## config.mk

```make
export PLATFORM = sky130hd
export DESIGN_NAME = mem_arbiter_2p
export DESIGN_NICKNAME = d
export VERILOG_FILES = /design/src/rtl/mem_arbiter_2p.sv
export SDC_FILE = /design/constraint.sdc
export NUM_CORES = 1
export LEC_CHECK = 0
export CAP_MARGIN = 20
export CORE_UTILIZATION = 41
export CTS_BUF_LIST = sky130_fd_sc_hd__clkbuf_4
export CTS_CLUSTER_DIAMETER = 40
export DETAILED_ROUTE_END_ITERATION = 12
export GPL_ROUTABILITY_DRIVEN = 1
export PLACE_DENSITY = 0.81
export SLEW_MARGIN = 20
export SYNTH_ARGS = -nofsm -noshare
export SYNTH_HDL_FRONTEND = slang
export SYNTH_SLANG_ARGS = --single-unit
```

## constraint.sdc

```tcl
create_clock -name clk -period 4.7 [get_ports clk]
set_input_delay 1.41 -clock clk [delete_from_list [all_inputs] [get_ports clk]]
set_output_delay 1.41 -clock clk [all_outputs]
set_load 0.02 [all_outputs]
```

## src/rtl/mem_arbiter_2p.sv

```systemverilog
// Two-port round-robin arbiter and access sequencer for a single-port synchronous memory,
// with a zero-fill clear sweep. Every output is driven straight from a register.
module mem_arbiter_2p #(
  parameter int unsigned ADDR_W = 8,
  parameter int unsigned DATA_W = 8
) (
  input  logic              clk,
  input  logic              rst,
  input  logic              a_req,
  input  logic              a_rw,
  input  logic [ADDR_W-1:0] a_addr,
  input  logic [DATA_W-1:0] a_wdata,
  output logic              a_ack,
  output logic [DATA_W-1:0] a_rdata,
  input  logic              b_req,
  input  logic              b_rw,
  input  logic [ADDR_W-1:0] b_addr,
  input  logic [DATA_W-1:0] b_wdata,
  output logic              b_ack,
  output logic [DATA_W-1:0] b_rdata,
  input  logic              clr_req,
  output logic              clr_done,
  output logic              busy,
  output logic              mem_r_w,
  output logic [ADDR_W-1:0] mem_addr,
  output logic [DATA_W-1:0] mem_wdata,
  input  logic [DATA_W-1:0] mem_rdata
);

  typedef enum logic [1:0] {StIdle, StIssue, StWait, StClear} state_e;

  state_e              state_q, state_d;
  logic                last_b_q, last_b_d;  // 1: port B received the most recent grant
  logic                sel_b_q, sel_b_d;    // port currently being served
  logic                rd_q, rd_d;          // current access is a read
  logic                r_w_q, r_w_d;
  logic [ADDR_W-1:0]   addr_q, addr_d;
  logic [DATA_W-1:0]   wdata_q, wdata_d;
  logic                a_ack_q, a_ack_d, b_ack_q, b_ack_d;
  logic [DATA_W-1:0]   a_rdata_q, a_rdata_d, b_rdata_q, b_rdata_d;
  logic                clr_done_q, clr_done_d;
  logic                busy_q, busy_d;
  logic                a_elig, b_elig, grant_b;

  // A port whose ack is high this cycle is still dropping req; do not re-grant it yet.
  assign a_elig = a_req & ~a_ack_q;
  assign b_elig = b_req & ~b_ack_q;

  always_comb begin
    state_d    = state_q;
    last_b_d   = last_b_q;
    sel_b_d    = sel_b_q;
    rd_d       = rd_q;
    r_w_d      = r_w_q;
    addr_d     = addr_q;
    wdata_d    = wdata_q;
    a_ack_d    = 1'b0;
    b_ack_d    = 1'b0;
    a_rdata_d  = a_rdata_q;
    b_rdata_d  = b_rdata_q;
    clr_done_d = 1'b0;
    grant_b    = b_elig & (~a_elig | ~last_b_q);

    unique case (state_q)
      StIdle: begin
        if (clr_req) begin
          state_d = StClear;
          r_w_d   = 1'b0;
          addr_d  = '0;
          wdata_d = '0;
        end else if (a_elig || b_elig) begin
          state_d  = StIssue;
          sel_b_d  = grant_b;
          last_b_d = grant_b;
          rd_d     = grant_b ? b_rw : a_rw;
          r_w_d    = grant_b ? b_rw : a_rw;
          addr_d   = grant_b ? b_addr : a_addr;
          wdata_d  = grant_b ? b_wdata : a_wdata;
        end
      end
      StIssue: begin
        r_w_d   = 1'b1;
        state_d = StWait;
      end
      StWait: begin
        state_d = StIdle;
        if (sel_b_q) begin
          b_ack_d = 1'b1;
          if (rd_q) b_rdata_d = mem_rdata;
        end else begin
          a_ack_d = 1'b1;
          if (rd_q) a_rdata_d = mem_rdata;
        end
      end
      StClear: begin
        if (addr_q == {ADDR_W{1'b1}}) begin
          state_d    = StIdle;
          r_w_d      = 1'b1;
          addr_d     = '0;
          clr_done_d = 1'b1;
        end else begin
          addr_d = addr_q + ADDR_W'(1);
        end
      end
      default: state_d = StIdle;
    endcase

    busy_d = (state_d != StIdle);
  end

  always_ff @(posedge clk or negedge rst) begin
    if (!rst) begin
      state_q    <= StIdle;
      last_b_q   <= 1'b1;
      sel_b_q    <= 1'b0;
      rd_q       <= 1'b1;
      r_w_q      <= 1'b1;
      addr_q     <= '0;
      wdata_q    <= '0;
      a_ack_q    <= 1'b0;
      b_ack_q    <= 1'b0;
      a_rdata_q  <= '0;
      b_rdata_q  <= '0;
      clr_done_q <= 1'b0;
      busy_q     <= 1'b0;
    end else begin
      state_q    <= state_d;
      last_b_q   <= last_b_d;
      sel_b_q    <= sel_b_d;
      rd_q       <= rd_d;
      r_w_q      <= r_w_d;
      addr_q     <= addr_d;
      wdata_q    <= wdata_d;
      a_ack_q    <= a_ack_d;
      b_ack_q    <= b_ack_d;
      a_rdata_q  <= a_rdata_d;
      b_rdata_q  <= b_rdata_d;
      clr_done_q <= clr_done_d;
      busy_q     <= busy_d;
    end
  end

  assign a_ack     = a_ack_q;
  assign b_ack     = b_ack_q;
  assign a_rdata   = a_rdata_q;
  assign b_rdata   = b_rdata_q;
  assign clr_done  = clr_done_q;
  assign busy      = busy_q;
  assign mem_r_w   = r_w_q;
  assign mem_addr  = addr_q;
  assign mem_wdata = wdata_q;

endmodule

```

# == Word-level counts from Yosys, hierarchy flattened ==
# Cells that the tools add are included.
# word_totals
reg_bits,42
elab_cells,65
input_bits,47
out_inout_bits,37
# classes
bitwise,10
add_sub_neg,1
eq_ne,6
mux,23
reduce_logical,12
# op_table
operator,count
$mux W8,7
$pmux W8 S2,1
$reduce_and A3 Y1,4
$mux W1,10
$add A8 B1 Y8 const B,1
$eq A8 B8 Y1 const B,1
$pmux W2 S4,1
$mux W2,3
$not A1 Y1,6
$reduce_bool A2 Y1,3
$eq A2 B2 Y1 const B,2
$reduce_and A2 Y1,2
$and A1 B1 Y1,3
$ne A3 B3 Y1 const B,1
$pmux W1 S3,1
$reduce_bool A3 Y1,1
$eq A2 B1 Y1 const B,1
$logic_not A2 Y1,1
$ne A2 B2 Y1 const B,1
$logic_or A1 B1 Y1,1
$or A1 B1 Y1,1

# == Logic depth before layout (Yosys ltp) ==
# Gate-level depths: netlist of run 1.
# depth
word_depth,9
mapped_depth,7
mapped_depth_nobuf,6

# == Worst setup path before layout of run 1 ==
# No wires, ideal clock.
# synth_path
path_type,input -> register
start,in clr_req
end,reg addr_q[2] (netlist: mem_addr[2])
t_arrival_ns,2.316
setup_slack_ns,2.258
required_time_ns,4.574
setup_time_ns,0.126
n_path_buf,2
stages,6
path_cell_list,buf_6 nor2b_4 a31o_1 buf_4 nor2_2 a221o_1
# synth_between
elab_chain_len,2
word_cells_on_any_way,4
cone_classes,eq/ne: 1; mux: 2; reduce/logical: 1
# synth_lines
item,line,rtl
"start, declared",21,"input logic clr_req,"
$mux W8 / $ne A3 B3 Y1 (equally long branches),--,
$pmux W8 S2 / $reduce_and A2 Y1 (equally long branches),--,
"end signal, assigned",132,addr_q <= addr_d;
"end, declared",37,"logic [ADDR_W-1:0] addr_q, addr_d;"
# Several ways; a longest one is shown, not always the timed one.
# A chain may end at the register's enable or synchronous reset.

# == Final worst setup path of run 1 ==
# layout_path
start,in b_req
end,reg addr_q[0] (netlist: mem_addr[0])
# layout_between
elab_chain_len,6
word_cells_on_any_way,9
cone_classes,eq/ne: 1; mux: 4; bitwise: 2; reduce/logical: 2
# layout_lines
item,line,rtl
"start, declared",15,"input logic b_req,"
$and A1 B1 Y1 *,47,assign b_elig = b_req & ~b_ack_q;
$and A1 B1 Y1,62,grant_b = b_elig & (~a_elig | ~last_b_q);
$mux W8,77,addr_d = grant_b ? b_addr : a_addr;
$mux W8,71,end else if (a_elig || b_elig) begin
$mux W8,66,if (clr_req) begin
$pmux W8 S2,64,unique case (state_q)
# Every way passes the cells marked *; elsewhere a longest branch is shown, timed or not. The select of a mux whose other input is x is not followed.

==> results.toml, run 1 <==
[status]
outcome = "finished clean"

[power]
p_comb_share_pct = 57.3
p_leak_nw = 1.30
ir_drop_mv = 0.362
clkPwrFrac_pct = 8.8
swShare_pct = 41.8
switching_power_w = 0.000826
p_seq_share_pct = 34.0
p_int_w = 0.00115
power_density_nw_per_um2 = 632

[synth]
yosys.area.top_type_share_pct = 44.1
syn-num-nets = 248
ys_warn_count = 0
synth_top_area_cell = "dfrtp_1"
synthesis.area_um2 = 2210
synth_edf_count = 0
synthFlopType = "dfrtp_1"
synthTopCellsByArea = "dfrtp_1 (44%), mux2_2 (8.6%), mux2i_1 (4.1%)"
async_flop_share_pct = 100
synth-seq-area-share_pct = 47.7
avgSynthCellArea_um2 = 11.4
synth-seq-cells = 42
synth_cells = 195
synth_cell_types = 50

[timing]
setup_viol = 0
skew_ns = 0.0180
period_needed_ns = 3.23
max_freq_mhz = 310
hold_viol = 0
setup_slack_ns = 1.47
rsz0062_at_grt = "no"
setup_tns_ns = 0
relSlewSlack_pct = 36.9
tightest_slew_ns = 0.947
period_share_pct = 68.7
slew_violations = 0

[setup_path]
worst_setup_path_end_kind = "flip-flop"
crit_family = "simple AND/OR/NAND/NOR gates"
crit_path_cell_trace = "clkdlybuf4s50_1 -> and2b_1 -> nand2_1 -> mux2_1 -> a221o_1"
path_buf_inv = 1
crit_required_ns = 4.96
crit_arrival_ns = 3.49
cp_max_fo = 12
path_class = "in2reg"
critPathLaunchType = "input port"
critPathMaxStageDelay_ns = 0.52
cp_slowest_cell = "clkdlybuf4s50_1"

[cts]
cts_setup_buffers = 0
cts_root_buf = "clkbuf_4"
cts-buffers-inserted = 5
post_cts_resized = 0
clk_latency_ns = 0.35
clock_sinks = 42
path_clk_slew_ns = 0.14
h-tree-depth = 2
cts_tree = "yes"
clockBufferDepth = 2
ctsHoldBuffers = 0

[detailed_routing]
drt-initial-drc-count = 124
viasPerCell = 5.39
antenna_left = 0
drt-pass1-iter-count = 4
drc = 0
routed_wirelength_um = 5380
route.detailed.wl_per_inst_um = 15.5
vias = 1874

[grt]
grt_max_degree = 43
grt_usage_pct = 20.5
grt_pass1_wl_um = 8650
overflow = 0
grt_pass1_vias = 1869
antenna_found_initial = 0

[placement]
numPortBuffers = 83
dp_worst_setup_slack_ns = 1.11
dp_hpwl_um = 4010
gp_congestion = 0.879

[run]
max-cap-violations = 0

[final_layout]
diodes = 0
drive_gt1_share_pct = 13.3
num-fill-cells = 447
area_growth_pct = 41.2
final_common_cell = "clkdlybuf4s50_1"
layout_common_cells = "clkdlybuf4s50_1 (82), dfrtp_1 (39), mux2_2 (17), nand3_1 (10)"
nets = 330

[floorplan]
core_um2 = 5140
io_pins = 84
die_area_um2 = 5700
die_height_um = 75.5
fp.dieW_um = 75.5
row_count = 26
start_util_pct = 43.1

[hold_path]
hp-class = "reg2reg"
==> synth_stat cells (2+ instances only) <==
cell type  number
dfrtp_1        39
mux2_2         17
nand3_1        10
mux2i_1         9
nand2_1         9
o2bb2ai_1       9
and3_1          6
ha_1            6
o21ai_0         6
o21ai_1         6
a21oi_1         5
buf_2           5
inv_1           5
nor2_1          5
nor3_1          5
a21o_1          4
a21boi_0        3
a31oi_1         3
dfstp_2         3
nand4_1         3
o211ai_1        3
a221o_1         2
a311oi_1        2
buf_6           2
mux2_1          2
nand3b_1        2
==> state kept, by name (all words and copies together), names as in the netlist <==
register,count
a_ack,1
a_rdata,8
b_ack,1
b_rdata,8
busy,1
clr_done,1
last_b_q,1
mem_addr,8
mem_r_w,1
mem_wdata,8
rd_q,1
sel_b_q,1
state_q,2
==> through the flow <==
step / cell area [um^2] / cells / util (%) / power [W] / hold slack (ns)
detailed placement: 3070 / 340 / 59.8 / 0.00181 / 0.465
floorplan: 2210 / 195 / - / 0.00135 / 0.450
global route: 3130 / 348 / 60.8 / 0.00212 / 0.529
global placement: 3070 / 340 / 59.8 / 0.00179 / 0.460
finish: 3130 / 348 / 60.8 / 0.00198 / 0.479
CTS: 3130 / 348 / 60.8 / 0.00199 / 0.484
==> power groups by stage <==
stage,Clock (W),Sequential [W],Combinational (W)
after floorplan,0,0.000843,0.000512
after global placement,0,0.000670,0.00112
after detailed placement,0,0.000677,0.00113
after CTS,0.000180,0.000672,0.00114
after global routing,0.000194,0.000697,0.00123
final,0.000173,0.000671,0.00113
==> layer usage <==
layer | wire (um) | share of wire, % | GRT usage [%]
met1 | 2340 | 43 | 26.5
met2 | 2460 | 46 | 32.5
met3 | 514 | 9.5 | 7.54
met4 | 68 | 1.3 | 5.97
met5 | 0 | 0 | 0
==> final cells by class <==
| class | instances | area [um^2] | share of cell area [%] |
|---|---|---|---|
| clock inverter | 3 | 16.3 | 0.520 |
| inverter | 5 | 18.8 | 0.600 |
| clock buffer | 5 | 37.5 | 1.20 |
| tap | 70 | 87.6 | 2.80 |
| multi-input combinational | 140 | 1080 | 34.7 |
| sequential | 42 | 1050 | 33.7 |
| timing repair buffer | 83 | 826 | 26.4 |
==> final timing paths <==
| check | startpoint | end | slack [ns] | cells past startpoint |
|---|---|---|---|---|
| min in group asynchronous | rst | mem_addr[3] | 1.18 | 1 |
| worst min-delay path | last_b_q | last_b_q | 0.48 | 2 |
| worst max-delay path | b_req | mem_addr[0] | 1.47 | 5 |
| worst min register to register | last_b_q | last_b_q | 0.48 | 2 |
| max in group asynchronous | rst | b_rdata[3] | 2.91 | 1 |
| worst max register to register | last_b_q | mem_addr[0] | 2.50 | 4 |
==> worst register-to-register path: stages (launching register included) <==
cell	delay, ns
dfstp_2	0.56
nand3b_1	0.25
nand2_1	0.60
mux2_1	0.38
a221o_1	0.31
==> logic make-up after synthesis <==
| kind of cell | synth area share [%] |
|---|---|
| compound gates | 18.8 |
| fa+ha+maj | 3.39 |
| buf+inv | 3.34 |
| mux | 13.7 |
| simple gates | 13.1 |
| flops | 47.7 |
(Power assumes the default switching activity.)
==> run 2: changes to the inputs <==
clock period = 3 ns   (was 4.7 ns; I/O delays follow)
==> results.toml, run 2 (synthesis gave the netlist of run 1 again) <==
[grt]
grt_pass1_vias = 1904
grt_pass1_wl_um = 8850
grt_max_degree = 43
antenna_found_initial = 0
grt_usage_pct = 21.4
overflow = 0

[timing]
tightest_slew_ns = 0.945
period_needed_ns = 2.46
hold_viol = 0
relSlewSlack_pct = 37.0
skew_ns = 0.00920
setup_tns_ns = 0
setup_viol = 0
rsz0062_at_grt = "no"
max_freq_mhz = 407
period_share_pct = 82.0
slew_violations = 0

[final_layout]
layout_common_cells = "clkdlybuf4s50_1 (82), dfrtp_1 (39), mux2_2 (17), nand3_1 (10)"
area_growth_pct = 43.2
final_core_util_pct = 61.7
drive_gt1_share_pct = 14.3
nets = 332
num-fill-cells = 452
diodes = 0
final_common_cell = "clkdlybuf4s50_1"
final_cells = 350

[floorplan]
die_area_um2 = 5700
start_util_pct = 43.1
io_pins = 84
row_count = 26
die_height_um = 75.5
fp.dieW_um = 75.5
core_um2 = 5140

[setup_path]
crit_required_ns = 2.10
critPathMaxStageDelay_ns = 0.66
crit_arrival_ns = 1.56
cp_slowest_cell = "clkdlybuf4s50_1"
cp_max_fo = 8
crit_family = "buffers and inverters"
path_buf_inv = 1
worst_setup_path_end_kind = "primary output"
crit_path_cell_trace = "clkdlybuf4s50_1"
critPathLaunchType = "flip-flop"
path_class = "reg2out"

[cts]
path_clk_slew_ns = 0.13
ctsHoldBuffers = 0
cts_setup_buffers = 0
cts-buffers-inserted = 5
h-tree-depth = 2
clock_sinks = 42
cts_tree = "yes"
post_cts_resized = 0
clockBufferDepth = 2
clk_latency_ns = 0.37
cts_root_buf = "clkbuf_4"

[placement]
gp_congestion = 0.807
dp_cells = 342
numPortBuffers = 83
dp_hpwl_um = 3990

[detailed_routing]
drt-initial-drc-count = 111
antenna_left = 0
vias = 1891
route.detailed.wl_per_inst_um = 15.8
viasPerCell = 5.40
drc = 0
routed_wirelength_um = 5520
drt-pass1-iter-count = 4

[power]
ir_drop_mv = 0.601
p_leak_nw = 1.32
power_density_nw_per_um2 = 1020
power_w = 0.00323

[run]
max-cap-violations = 0

[hold_path]
hp-class = "reg2reg"

[status]
outcome = "finished clean"
[run 2: metrics by stage]
step                setup WS [ns]  area, um^2  hold WS [ns]
floorplan                    1.07        2210         0.450
finish                      0.540        3170         0.501
CTS                         0.543        3170         0.502
global placement            0.383        3090         0.459
global route                0.495        3170         0.517
detailed placement          0.315        3090         0.474
[run 2: metal layers]
layer | vias up | share of wire [%] | wire (um) | track usage (%)
met1 | 892 | 44 | 2460 | 26.4
li1 | 900 | - | - | -
met5 | - | 0 | 0 | 0
met3 | 12 | 9.3 | 513 | 7.14
met4 | 0 | 2.4 | 133 | 10.9
met2 | 87 | 44 | 2420 | 33.5
[run 2: area by class of cell]
| cell class | count | area, um^2 | share of cell area, % |
|---|---|---|---|
| multi-input combinational | 140 | 1080 | 34.2 |
| inverter | 5 | 18.8 | 0.592 |
| tap | 70 | 87.6 | 2.76 |
| timing repair buffer | 85 | 841 | 26.5 |
| clock inverter | 2 | 37.5 | 1.18 |
| clock buffer | 6 | 45.0 | 1.42 |
| sequential | 42 | 1050 | 33.3 |
[run 2: worst paths after layout]
check / start / endpoint / slack (ns) / cells past startpoint
max in group asynchronous: rst / state_q[0] / 1.75 / 1
hold / removal: sel_b_q / a_ack / 0.50 / 1
min in group asynchronous: rst / mem_addr[0] / 0.64 / 1
setup reg to reg: state_q[1] / mem_addr[2] / 1.12 / 6
hold reg to reg: sel_b_q / a_ack / 0.50 / 1
setup / recovery: mem_addr[3] / mem_addr[3] / 0.54 / 1
[run 2: power by group]
group | internal (W) | total (W) | switching (W) | leakage (nW)
clock network | 0.000185 | 0.000384 | 0.000199 | 0.0419
registers | 0.000850 | 0.00106 | 0.000210 | 0.514
logic | 0.000874 | 0.00179 | 0.000913 | 0.764
[run 2: worst reg2reg max path, delay by kind of cell, from the launching register on]
| family | cells | cell delay, ns |
|---|---|---|
| adder cells (fa/ha/maj) | 1 | 0.19 |
| buffers and inverters | 1 | 0.15 |
| AO/OA/AOI/OAI | 2 | 0.70 |
| flip-flops | 1 | 0.43 |
| AND/OR/NAND/NOR | 2 | 0.31 |
